### src/rtl/mem_map_pkg.sv
// ---------------------------------------------------------------------------
// mem_map_pkg
// Shared definitions for the ROM/RAM memory-port arbiter:
//   ADDR_W          width of the shared 13-bit memory address
//   DEFAULT_DATA_W  default data width of the memory port
//   WAIT_W          width of the wait-state down-counter (0..15 cycles)
//   RAM_REGION_TAG  value of addr[12:11] that selects RAM (0x1800-0x1FFF)
//   arb_state_t     arbiter FSM states
//   master_id_t     identifies the fetch (m0) or data (m1) master
// ---------------------------------------------------------------------------
package mem_map_pkg;

   localparam int ADDR_W         = 13;
   localparam int DEFAULT_DATA_W = 32;
   localparam int WAIT_W         = 4;

   localparam logic [1:0] RAM_REGION_TAG = 2'b11;

   typedef enum logic [1:0] {
      IDLE   = 2'd0,
      ACCESS = 2'd1,
      DONE   = 2'd2
   } arb_state_t;

   typedef enum logic {
      MST_M0 = 1'b0,
      MST_M1 = 1'b1
   } master_id_t;

   function automatic logic addr_is_ram(input logic [ADDR_W-1:0] addr);
      return (addr[ADDR_W-1:ADDR_W-2] == RAM_REGION_TAG);
   endfunction

endpackage

### src/rtl/addr_region_dec.sv
// ---------------------------------------------------------------------------
// addr_region_dec
// Combinational region decode of a 13-bit memory address.
// Ports:
//   addr    in   13  memory address
//   is_rom  out  1   address falls in 0x0000-0x17FF
//   is_ram  out  1   address falls in 0x1800-0x1FFF
// ---------------------------------------------------------------------------
module addr_region_dec
   import mem_map_pkg::*;
(
   input  logic [ADDR_W-1:0] addr,
   output logic              is_rom,
   output logic              is_ram
);

   always_comb begin
      is_ram = addr_is_ram(addr);
      is_rom = ~is_ram;
   end

endmodule

### src/rtl/mem_bus_arbiter.sv
// ---------------------------------------------------------------------------
// mem_bus_arbiter
// Shares the single ROM/RAM memory port between instruction fetch (m0,
// read-only) and data access (m1, read/write). Decodes the region, inserts
// per-region wait states and returns read data with a one-cycle ack.
//
// Build option: define ARB_RR_EN for round-robin arbitration between m0 and
// m1; without it m1 has fixed priority over m0.
//
// Parameters:
//   ROM_WAIT  extra access cycles for ROM (0..15)
//   RAM_WAIT  extra access cycles for RAM (0..15)
//   DATA_W    data width
// Ports:
//   clk, rst                 clock, asynchronous active-high reset
//   m0_req/m0_addr           fetch request and address
//   m0_rdata/m0_ack          fetch read data and completion pulse
//   m1_req/m1_we/m1_addr     data request, write enable, address
//   m1_wdata                 data write data
//   m1_rdata/m1_ack/m1_err   data read data, completion and illegal-access pulse
//   rom_sel/ram_sel          region chip selects
//   mem_addr/mem_we          shared memory address, write enable (RAM only)
//   mem_wdata                shared memory write data
//   rom_rdata/ram_rdata      read data from the ROM/RAM macros
//
// state  | meaning
// IDLE   | waiting for a request; arbitrates and latches the winner
// ACCESS | region selected, wait counter running down to 0
// DONE   | one-cycle ack (with m1_err for a ROM write) to the granted master
// ---------------------------------------------------------------------------
module mem_bus_arbiter
   import mem_map_pkg::*;
#(
   parameter int unsigned ROM_WAIT = 2,
   parameter int unsigned RAM_WAIT = 0,
   parameter int unsigned DATA_W   = DEFAULT_DATA_W
) (
   input  logic              clk,
   input  logic              rst,
   input  logic              m0_req,
   input  logic [ADDR_W-1:0] m0_addr,
   output logic [DATA_W-1:0] m0_rdata,
   output logic              m0_ack,
   input  logic              m1_req,
   input  logic              m1_we,
   input  logic [ADDR_W-1:0] m1_addr,
   input  logic [DATA_W-1:0] m1_wdata,
   output logic [DATA_W-1:0] m1_rdata,
   output logic              m1_ack,
   output logic              m1_err,
   output logic              rom_sel,
   output logic              ram_sel,
   output logic [ADDR_W-1:0] mem_addr,
   output logic              mem_we,
   output logic [DATA_W-1:0] mem_wdata,
   input  logic [DATA_W-1:0] rom_rdata,
   input  logic [DATA_W-1:0] ram_rdata
);

   localparam logic [WAIT_W-1:0] ROM_WAIT_LD = WAIT_W'(ROM_WAIT);
   localparam logic [WAIT_W-1:0] RAM_WAIT_LD = WAIT_W'(RAM_WAIT);

   arb_state_t        state, state_nxt;
   master_id_t        grant;
   master_id_t        lat_master;
   logic [ADDR_W-1:0] lat_addr;
   logic              lat_we;
   logic [DATA_W-1:0] lat_wdata;
   logic              lat_err;
   logic [WAIT_W-1:0] wait_cnt;
   logic [DATA_W-1:0] m0_rdata_q;
   logic [DATA_W-1:0] m1_rdata_q;

   logic              any_req;
   logic              accept;
   logic [ADDR_W-1:0] sel_addr;
   logic              sel_we;
   logic [DATA_W-1:0] sel_wdata;
   logic              sel_is_ram;
   logic              rom_write;
   logic              lat_is_rom;
   logic              lat_is_ram;
   logic              capture;

`ifdef ARB_RR_EN
   master_id_t        rr_ptr;
`endif

   addr_region_dec u_region_dec (
      .addr   (lat_addr),
      .is_rom (lat_is_rom),
      .is_ram (lat_is_ram)
   );

   // Arbitration and selection of the winner's request fields
   always_comb begin
      any_req = m0_req | m1_req;
`ifdef ARB_RR_EN
      if (m0_req && m1_req) begin
         grant = rr_ptr;
      end else begin
         grant = m1_req ? MST_M1 : MST_M0;
      end
`else
      grant = m1_req ? MST_M1 : MST_M0;
`endif
      if (grant == MST_M1) begin
         sel_addr  = m1_addr;
         sel_we    = m1_we;
         sel_wdata = m1_wdata;
      end else begin
         sel_addr  = m0_addr;
         sel_we    = 1'b0;
         sel_wdata = lat_wdata;
      end
      // Decoded on the incoming address: the ROM-write decision and the
      // counter load must be made before the address is latched.
      sel_is_ram = addr_is_ram(sel_addr);
      rom_write  = sel_we & ~sel_is_ram;
   end

   always_ff @(posedge clk or posedge rst) begin
      if (rst) begin
         state <= IDLE;
      end else begin
         state <= state_nxt;
      end
   end

   always_comb begin
      state_nxt = state;
      accept    = 1'b0;
      capture   = 1'b0;
      rom_sel   = 1'b0;
      ram_sel   = 1'b0;
      mem_we    = 1'b0;
      m0_ack    = 1'b0;
      m1_ack    = 1'b0;
      m1_err    = 1'b0;
      case (state)
         IDLE: begin
            if (any_req) begin
               accept    = 1'b1;
               state_nxt = rom_write ? DONE : ACCESS;
            end
         end
         ACCESS: begin
            rom_sel = lat_is_rom;
            ram_sel = lat_is_ram;
            mem_we  = lat_we & lat_is_ram;
            if (wait_cnt == '0) begin
               capture   = ~lat_we;
               state_nxt = DONE;
            end
         end
         DONE: begin
            m0_ack    = (lat_master == MST_M0);
            m1_ack    = (lat_master == MST_M1);
            m1_err    = (lat_master == MST_M1) & lat_err;
            state_nxt = IDLE;
         end
         default: begin
            state_nxt = IDLE;
         end
      endcase
   end

   always_ff @(posedge clk or posedge rst) begin
      if (rst) begin
         lat_master <= MST_M0;
         lat_addr   <= '0;
         lat_we     <= 1'b0;
         lat_wdata  <= '0;
         lat_err    <= 1'b0;
         wait_cnt   <= '0;
      end else if (accept) begin
         lat_master <= grant;
         lat_addr   <= sel_addr;
         lat_we     <= sel_we;
         lat_wdata  <= sel_wdata;
         lat_err    <= rom_write;
         wait_cnt   <= sel_is_ram ? RAM_WAIT_LD : ROM_WAIT_LD;
      end else if (state == ACCESS && wait_cnt != '0) begin
         wait_cnt <= wait_cnt - 1'b1;
      end
   end

   always_ff @(posedge clk or posedge rst) begin
      if (rst) begin
         m0_rdata_q <= '0;
         m1_rdata_q <= '0;
      end else if (capture) begin
         if (lat_master == MST_M0) begin
            m0_rdata_q <= lat_is_ram ? ram_rdata : rom_rdata;
         end else begin
            m1_rdata_q <= lat_is_ram ? ram_rdata : rom_rdata;
         end
      end
   end

`ifdef ARB_RR_EN
   // After each grant the other master gets first claim on a tie.
   always_ff @(posedge clk or posedge rst) begin
      if (rst) begin
         rr_ptr <= MST_M0;
      end else if (accept) begin
         rr_ptr <= (grant == MST_M0) ? MST_M1 : MST_M0;
      end
   end
`endif

   assign m0_rdata  = m0_rdata_q;
   assign m1_rdata  = m1_rdata_q;
   assign mem_addr  = lat_addr;
   assign mem_wdata = lat_wdata;

endmodule

### config.mk
export PLATFORM = sky130hd
export DESIGN_NAME = mem_bus_arbiter
export DESIGN_NICKNAME = d
export VERILOG_FILES = /design/src/rtl/mem_map_pkg.sv /design/src/rtl/addr_region_dec.sv /design/src/rtl/mem_bus_arbiter.sv
export SDC_FILE = /design/constraint.sdc
export NUM_CORES = 1
export LEC_CHECK = 0
export BUFFER_PORTS_ARGS = -buffer_cell sky130_fd_sc_hd__buf_2
export CAP_MARGIN = 20
export CORE_UTILIZATION = 42
export DETAILED_ROUTE_END_ITERATION = 6
export PLACE_DENSITY = 0.87
export SETUP_SLACK_MARGIN = 0.1
export SYNTH_ARGS = -nofsm -noshare
export SYNTH_HDL_FRONTEND = slang
export SYNTH_HIERARCHICAL = 1
export SYNTH_SLANG_ARGS = --single-unit
### constraint.sdc
create_clock -name clk -period 3.6 [get_ports clk]
set_input_delay 0.72 -clock clk [delete_from_list [all_inputs] [get_ports clk]]
set_output_delay 0.72 -clock clk [all_outputs]
set_load 0.02 [all_outputs]
==> flow_metrics.env, run 1 <==
export IMPL_status="finished, final reports clean"
export IMPL_p_int_mw=4.40
export IMPL_synth_warnings=6
export IMPL_synth_cells=358
export IMPL_path_class="reg2out"
export IMPL_portBuffers=241
export IMPL_synth_ff_type="dfrtp_1"
export IMPL_htree_levels=4
export IMPL_fin_crit_ps=2430
export IMPL_final_core_util_pct=59.1
export IMPL_core_mm2=0.0120
export IMPL_final_setup_skew_ps=5.70
export IMPL_post_route_period_util_pct=67.5
export IMPL_area_growth_pct=37.5
export IMPL_drv_cap=0
export IMPL_finalPower_mw=7.04
export IMPL_synth_most_common_cell="dfrtp_1"
export IMPL_detail_route_iter0_violations=179
export IMPL_nets=732
export IMPL_via_per_inst=5.04
export IMPL_synth_top_area_share_pct=57.4
export IMPL_setup_worst_path_start="mem_addr[12]"
export IMPL_setup_viol=0
export IMPL_required_ps=2880
export IMPL_rr_worst_depth=6
export IMPL_die_area_mm2=0.0127
export IMPL_async_flop_share_pct=100
export IMPL_antenna_found_initial=0
export IMPL_power_switching_mw=2.64
export IMPL_ios=242
export IMPL_post_cts_buffers=0
export IMPL_p_leak_nw=3.50
export IMPL_slew_violations=0
export IMPL_postSynthAreaPerCell_um2=14.4
export IMPL_clk_latency_ps=400
export IMPL_hold_violations=0
export IMPL_initial_core_util_pct=43.0
export IMPL_start_kind="flip-flop"
export IMPL_comb_power_share_pct=42.5
export IMPL_gp_congestion=0.768
export IMPL_synth_commonest_cells="118 x dfrtp_1, 117 x mux2_2, 32 x o21ai_0, 15 x mux2i_1, 11 x clkbuf_1"
export IMPL_cts_tree="done"
export IMPL_grt_overflow=0
export IMPL_slew_headroom_pct=34.7
export IMPL_hold_start="m0_rdata[24]"
export IMPL_worstPathArrival_ps=1710
export IMPL_remaining_drc_errors=0
export IMPL_synth_seq_cells=118
export IMPL_r2r_end="m0_rdata[17]"
export IMPL_hold_class="reg2reg"
export IMPL_ctsResizeCount=0
export IMPL_fp_dieH_um=113
export IMPL_max_vdd_ir_drop_uv=503
export IMPL_grt_pass1_vias=4044
export IMPL_synth_area_mm2=0.00515
export IMPL_dpl_cell_count=731
export IMPL_synth_cell_types=33
export IMPL_synth_edf_count=0
export IMPL_die_width_um=113
export IMPL_max_freq_mhz=412
export IMPL_hpwl_mm=8.93
export IMPL_max_clock_path_buffers=2
export IMPL_first_pass_iters=4
export IMPL_drive_above_1_share_pct=66.3
export IMPL_grt_first_pass_wirelength_mm=19.9
export IMPL_numCtsBuffers=17
export IMPL_drtAntennaViolNets=0
export IMPL_synth_nets=487
export IMPL_rr_startpoint="wait_cnt[0]"
export IMPL_path_clk_slew_ps=50
export IMPL_rows=40
export IMPL_path_max_fanout=34
export IMPL_post_drt_wl_per_cell_um=16.5
export IMPL_grt_use_total_pct=20.6
export IMPL_netSwitchingFraction_pct=37.5
export IMPL_tns_ps=0
export IMPL_synth_area_leader_cell="dfrtp_1"
export IMPL_reg2reg_slack_ps=1200
export IMPL_grt_max_degree=55
export IMPL_synth_seq_area_share_pct=57.4
export IMPL_worst_setup_path_end_kind="output pin"
export IMPL_hold_buffers=0
export IMPL_p_seq_share_pct=33.7
export IMPL_setup_worst_path_end="mem_we"
export IMPL_ys_top_cells_by_area="dfrtp_1 57%, mux2_2 26%, o21ai_0 3.1%"
export IMPL_rsz0062_at_grt="no"
export IMPL_clock_root_buffer="clkbuf_16"
export IMPL_clock_power_share_pct=23.8
export IMPL_clock_sinks=118
export IMPL_wl_mm=12.6
export IMPL_stdcell_count=762
export IMPL_tightest_slew_ps=977
export IMPL_vias=3844
export IMPL_p_per_area_mw_per_mm2=995
[layout make-up]
cell class	count	area, um2
Clock inverter	9	128
Multi-Input combinational cell	215	2060
Tap cell	147	184
Timing Repair Buffer	248	1270
Fill cell	936	4890
Clock buffer	21	460
Inverter	3	15.0
Antenna cell	1	2.50
Sequential cell	118	2950
[through the flow]
stage          instance area [um2]  worst slack [ps]  hold WS [ps]
6_report                      7070              1170           489
5_1_grt                       7070              1030           504
3_5_place_dp                  6480              1200           483
3_3_place_gp                  6480              1310           466
2_1_floorplan                 5150              1400           457
4_1_cts                       7070              1130           494
[placed cells by master, fill, tap and decap left out, drive strengths merged, types with 4 or more instances in the layout]
cell type and count:
buf 248, o21ai 32, dfrtp 118, nand3 4, and2 5, clkbuf 21, clkinvlp 4, nand2 4
mux2 128, mux2i 15
[worst min-delay path by stage]
stage / endpoint / slack [ps] / depth (start not counted)
6_report: m0_rdata[24] / 490 / 1
5_1_grt: m0_rdata[24] / 500 / 1
4_1_cts: m0_rdata[24] / 490 / 1
3_5_place_dp: m0_rdata[24] / 480 / 1
3_3_place_gp: m0_rdata[24] / 470 / 1
2_1_floorplan: wait_cnt[3] / 460 / 1
[worst max-delay path, stage by stage, from the launching register on]
cell and delay [ps]:
dfrtp_1 390, and2_1 140, buf_4 390, and3_1 230
buf_2 160
[power by group through the flow]
stage / clock [mW] / sequential, mW / combinational, mW
after detailed placement: 0 / 2.38 / 3.00
after global routing: 1.77 / 2.46 / 3.19
after floorplan: 0 / 3.11 / 1.27
final: 1.68 / 2.37 / 2.99
after CTS: 1.71 / 2.37 / 3.02
after global placement: 0 / 2.34 / 2.90
[kinds of logic (layout without fill, tap and decap cells)]
logic type | count (synthesis) | in the layout | synth area share, %
mux | 143 | 143 | 31.7
flops | 118 | 118 | 57.4
compound gates | 38 | 38 | 3.89
simple gates | 32 | 32 | 4.01
buf+inv | 25 | 281 | 2.58
fa+ha+maj | 2 | 2 | 0.486
other cells | 0 | 1 | 0
[registers in the layout, indices dropped and copies added, names as in the netlist]
register / cells
lat_we: 1
m0_rdata: 32
m1_rdata: 32
mem_addr: 13
wait_cnt: 4
state: 2
lat_err: 1
mem_wdata: 32
lat_master: 1
[metal layers]
metal	wire length, um	global-route usage, %
met5	0	0
met1	4960	22.2
met4	237	9.16
met2	6360	36.3
met3	1010	7.18
No activity file was read; power rests on OpenSTA's default activity.
==> run 2: changes to the inputs <==
Settings changed: ABC_AREA from default to 1, CORE_UTILIZATION 42 to 43, PLACE_DENSITY 0.87 to 0.88.
Clock period 3.6 ns to 2.2 ns, I/O delays scaled along.
==> flow_metrics.env, run 2 <==
export IMPL_post_route_period_util_pct=83.6
export IMPL_synth_seq_area_share_pct=54.9
export IMPL_first_pass_iters=4
export IMPL_tns_ps=0
export IMPL_portBuffers=241
export IMPL_die_width_um=114
export IMPL_rr_startpoint="wait_cnt[0]"
export IMPL_final_core_util_pct=60.2
export IMPL_grt_use_total_pct=24.1
export IMPL_place_ws_ps=428
export IMPL_drv_cap=0
export IMPL_via_per_inst=4.86
export IMPL_timing_final_ws_setup_ps=362
export IMPL_max_vdd_ir_drop_uv=756
export IMPL_hold_class="in2async"
export IMPL_cpMaxStageDelayCell="dfrtp_1"
export IMPL_async_flop_share_pct=100
export IMPL_final_common_cell="nand2_1"
export IMPL_cp_slowest_stage_delay_ps=400
export IMPL_ios=242
export IMPL_clk_latency_ps=410
export IMPL_slew_violations=0
export IMPL_worstPathCellList="nand2_2 > inv_2 > clkinv_1 > nor3_1 > buf_2"
export IMPL_slew_headroom_pct=58.3
export IMPL_antenna_found_initial=1
export IMPL_grt_max_degree=119
export IMPL_p_leak_nw=4.24
export IMPL_max_freq_mhz=544
export IMPL_p_per_area_mw_per_mm2=1610
export IMPL_hold_violations=0
export IMPL_synth_top_area_share_pct=54.9
export IMPL_path_clk_slew_ps=50
export IMPL_setup_viol=0
export IMPL_ys_top_cells_by_area="dfrtp_1 55%, nand2_1 24%, nand3_1 9.6%"
export IMPL_rr_worst_depth=8
export IMPL_worstPathArrival_ps=1400
export IMPL_numCtsBuffers=17
export IMPL_vias=5259
export IMPL_finalPower_mw=11.7
export IMPL_status="finished, final reports clean"
export IMPL_synth_cell_types=26
export IMPL_postSynthAreaPerCell_um2=8.03
export IMPL_cp_buffers_inverters=3
export IMPL_hold_buffers=0
export IMPL_cts_tree="done"
export IMPL_die_area_mm2=0.0130
export IMPL_hpwl_mm=10.6
export IMPL_grt_overflow=0
export IMPL_core_mm2=0.0121
export IMPL_synth_ff_type="dfrtp_1"
export IMPL_post_drt_wl_per_cell_um=14.0
export IMPL_synth_edf_count=0
export IMPL_synth_nets=799
export IMPL_layout_common_cells="341 x nand2_1, 241 x buf_2, 118 x dfrtp_1"
export IMPL_synth_warnings=6
export IMPL_r2r_end="m1_rdata[20]"
export IMPL_clock_sinks=118
export IMPL_nets=1031
export IMPL_reg2reg_slack_ps=450
export IMPL_synth_most_common_cell="nand2_1"
export IMPL_synth_area_leader_cell="dfrtp_1"
export IMPL_grt_pass1_vias=4908
export IMPL_drtAntennaViolNets=0
export IMPL_gp_congestion=0.865
export IMPL_path_max_fanout=3
export IMPL_htree_levels=4
export IMPL_path_class="reg2out"
export IMPL_cp_top_family="flip-flops"
export IMPL_grt_first_pass_wirelength_mm=23.9
export IMPL_area_growth_pct=35.5
export IMPL_post_cts_buffers=0
export IMPL_fin_crit_ps=1840
export IMPL_synth_cells=670
export IMPL_worst_setup_path_end_kind="output pin"
export IMPL_rows=40
export IMPL_drive_above_1_share_pct=33.8
export IMPL_synth_area_mm2=0.00538
export IMPL_start_kind="flip-flop"
export IMPL_detail_route_iter0_violations=541
export IMPL_required_ps=1760
export IMPL_tightest_slew_ps=626
export IMPL_initial_core_util_pct=44.4
export IMPL_ctsResizeCount=0
export IMPL_synth_commonest_cells="341 x nand2_1, 118 x dfrtp_1, 103 x nand3_1, 16 x clkbuf_1, 15 x buf_2"
export IMPL_fp_dieH_um=114
export IMPL_remaining_drc_errors=0
export IMPL_final_setup_skew_ps=8.07
export IMPL_max_clock_path_buffers=2
export IMPL_rsz0062_at_grt="no"
export IMPL_synth_seq_cells=118
export IMPL_clock_root_buffer="clkbuf_16"
export IMPL_wl_mm=15.1
## run 2: changes by cell type after synthesis, sizes merged, moves of 10 or more
cell / delta
nand2: +339
o21ai: -27
or2: +10
buf: +14
inv: +11
mux2: -128
o211ai: +11
nand3: +100
mux2i: -15
## run 2: per-layer routing
layer	track usage [%]	routed length, um	up-vias
li1	-	-	2590
met1	29.3	6230	2367
met2	39.8	7160	271
met3	6.64	1310	31
met4	11.3	448	0
met5	0	0	-
## run 2: logic make-up (layout without fill, tap and decap cells)
kind of cell / count (synthesis) / in the layout / share of synthesized area (%)
xor gates and xnor gates: 1 / 1 / 0.163
adders and majority gates: 2 / 2 / 0.465
and+or+nand+nor: 474 / 474 / 37.0
DFF: 118 / 118 / 54.9
AOI/OAI and AO/OA: 18 / 18 / 2.26
other: 0 / 1 / 0
buffers and inverters: 57 / 301 / 5.23
## run 2: report_power, final
group	total [mW]	internal, mW	leakage, nW	switching (mW)
Clock	2.62	1.69	0.277	0.930
Sequential	3.84	3.24	1.45	0.598
Combinational	5.25	1.60	2.51	3.64
## run 2: tightest hold or removal path: stages
cell        delay [ps]
buf_2              110
clkinvlp_4          70
buf_12             450
## run 2: final cells by class
cell class / instances / area [um2]
fillers: 1091 / 4830
flip-flops and latches: 118 / 2950
multi-input cells: 495 / 2140
repair buffers: 254 / 1340
clock buffers: 23 / 498
well taps: 168 / 210
clock inverters: 8 / 72.6
inverters: 16 / 63.8
diodes: 1 / 2.50
## run 2: per-stage QoR
stage / area (um2) / hold WS [ps] / instances
2_1_floorplan: 5380 / 453 / 670
3_3_place_gp: 6710 / 448 / 1051
3_5_place_dp: 6710 / 453 / 1051
4_1_cts: 7280 / 247 / 1082
5_1_grt: 7290 / 255 / 1083
6_report: 7290 / 198 / 1083
## run 2: how the worst max path moves through the flow
stage,startpoint,endpoint,slack (ps),depth (start not counted)
6_report,mem_addr[12],mem_we,360,5
3_3_place_gp,wait_cnt[0],m1_rdata[20],520,8
2_1_floorplan,mem_addr[11],mem_we,200,6
5_1_grt,wait_cnt[0],m1_rdata[20],250,8
3_5_place_dp,wait_cnt[0],m1_rdata[20],430,8
4_1_cts,mem_addr[12],mem_we,310,5
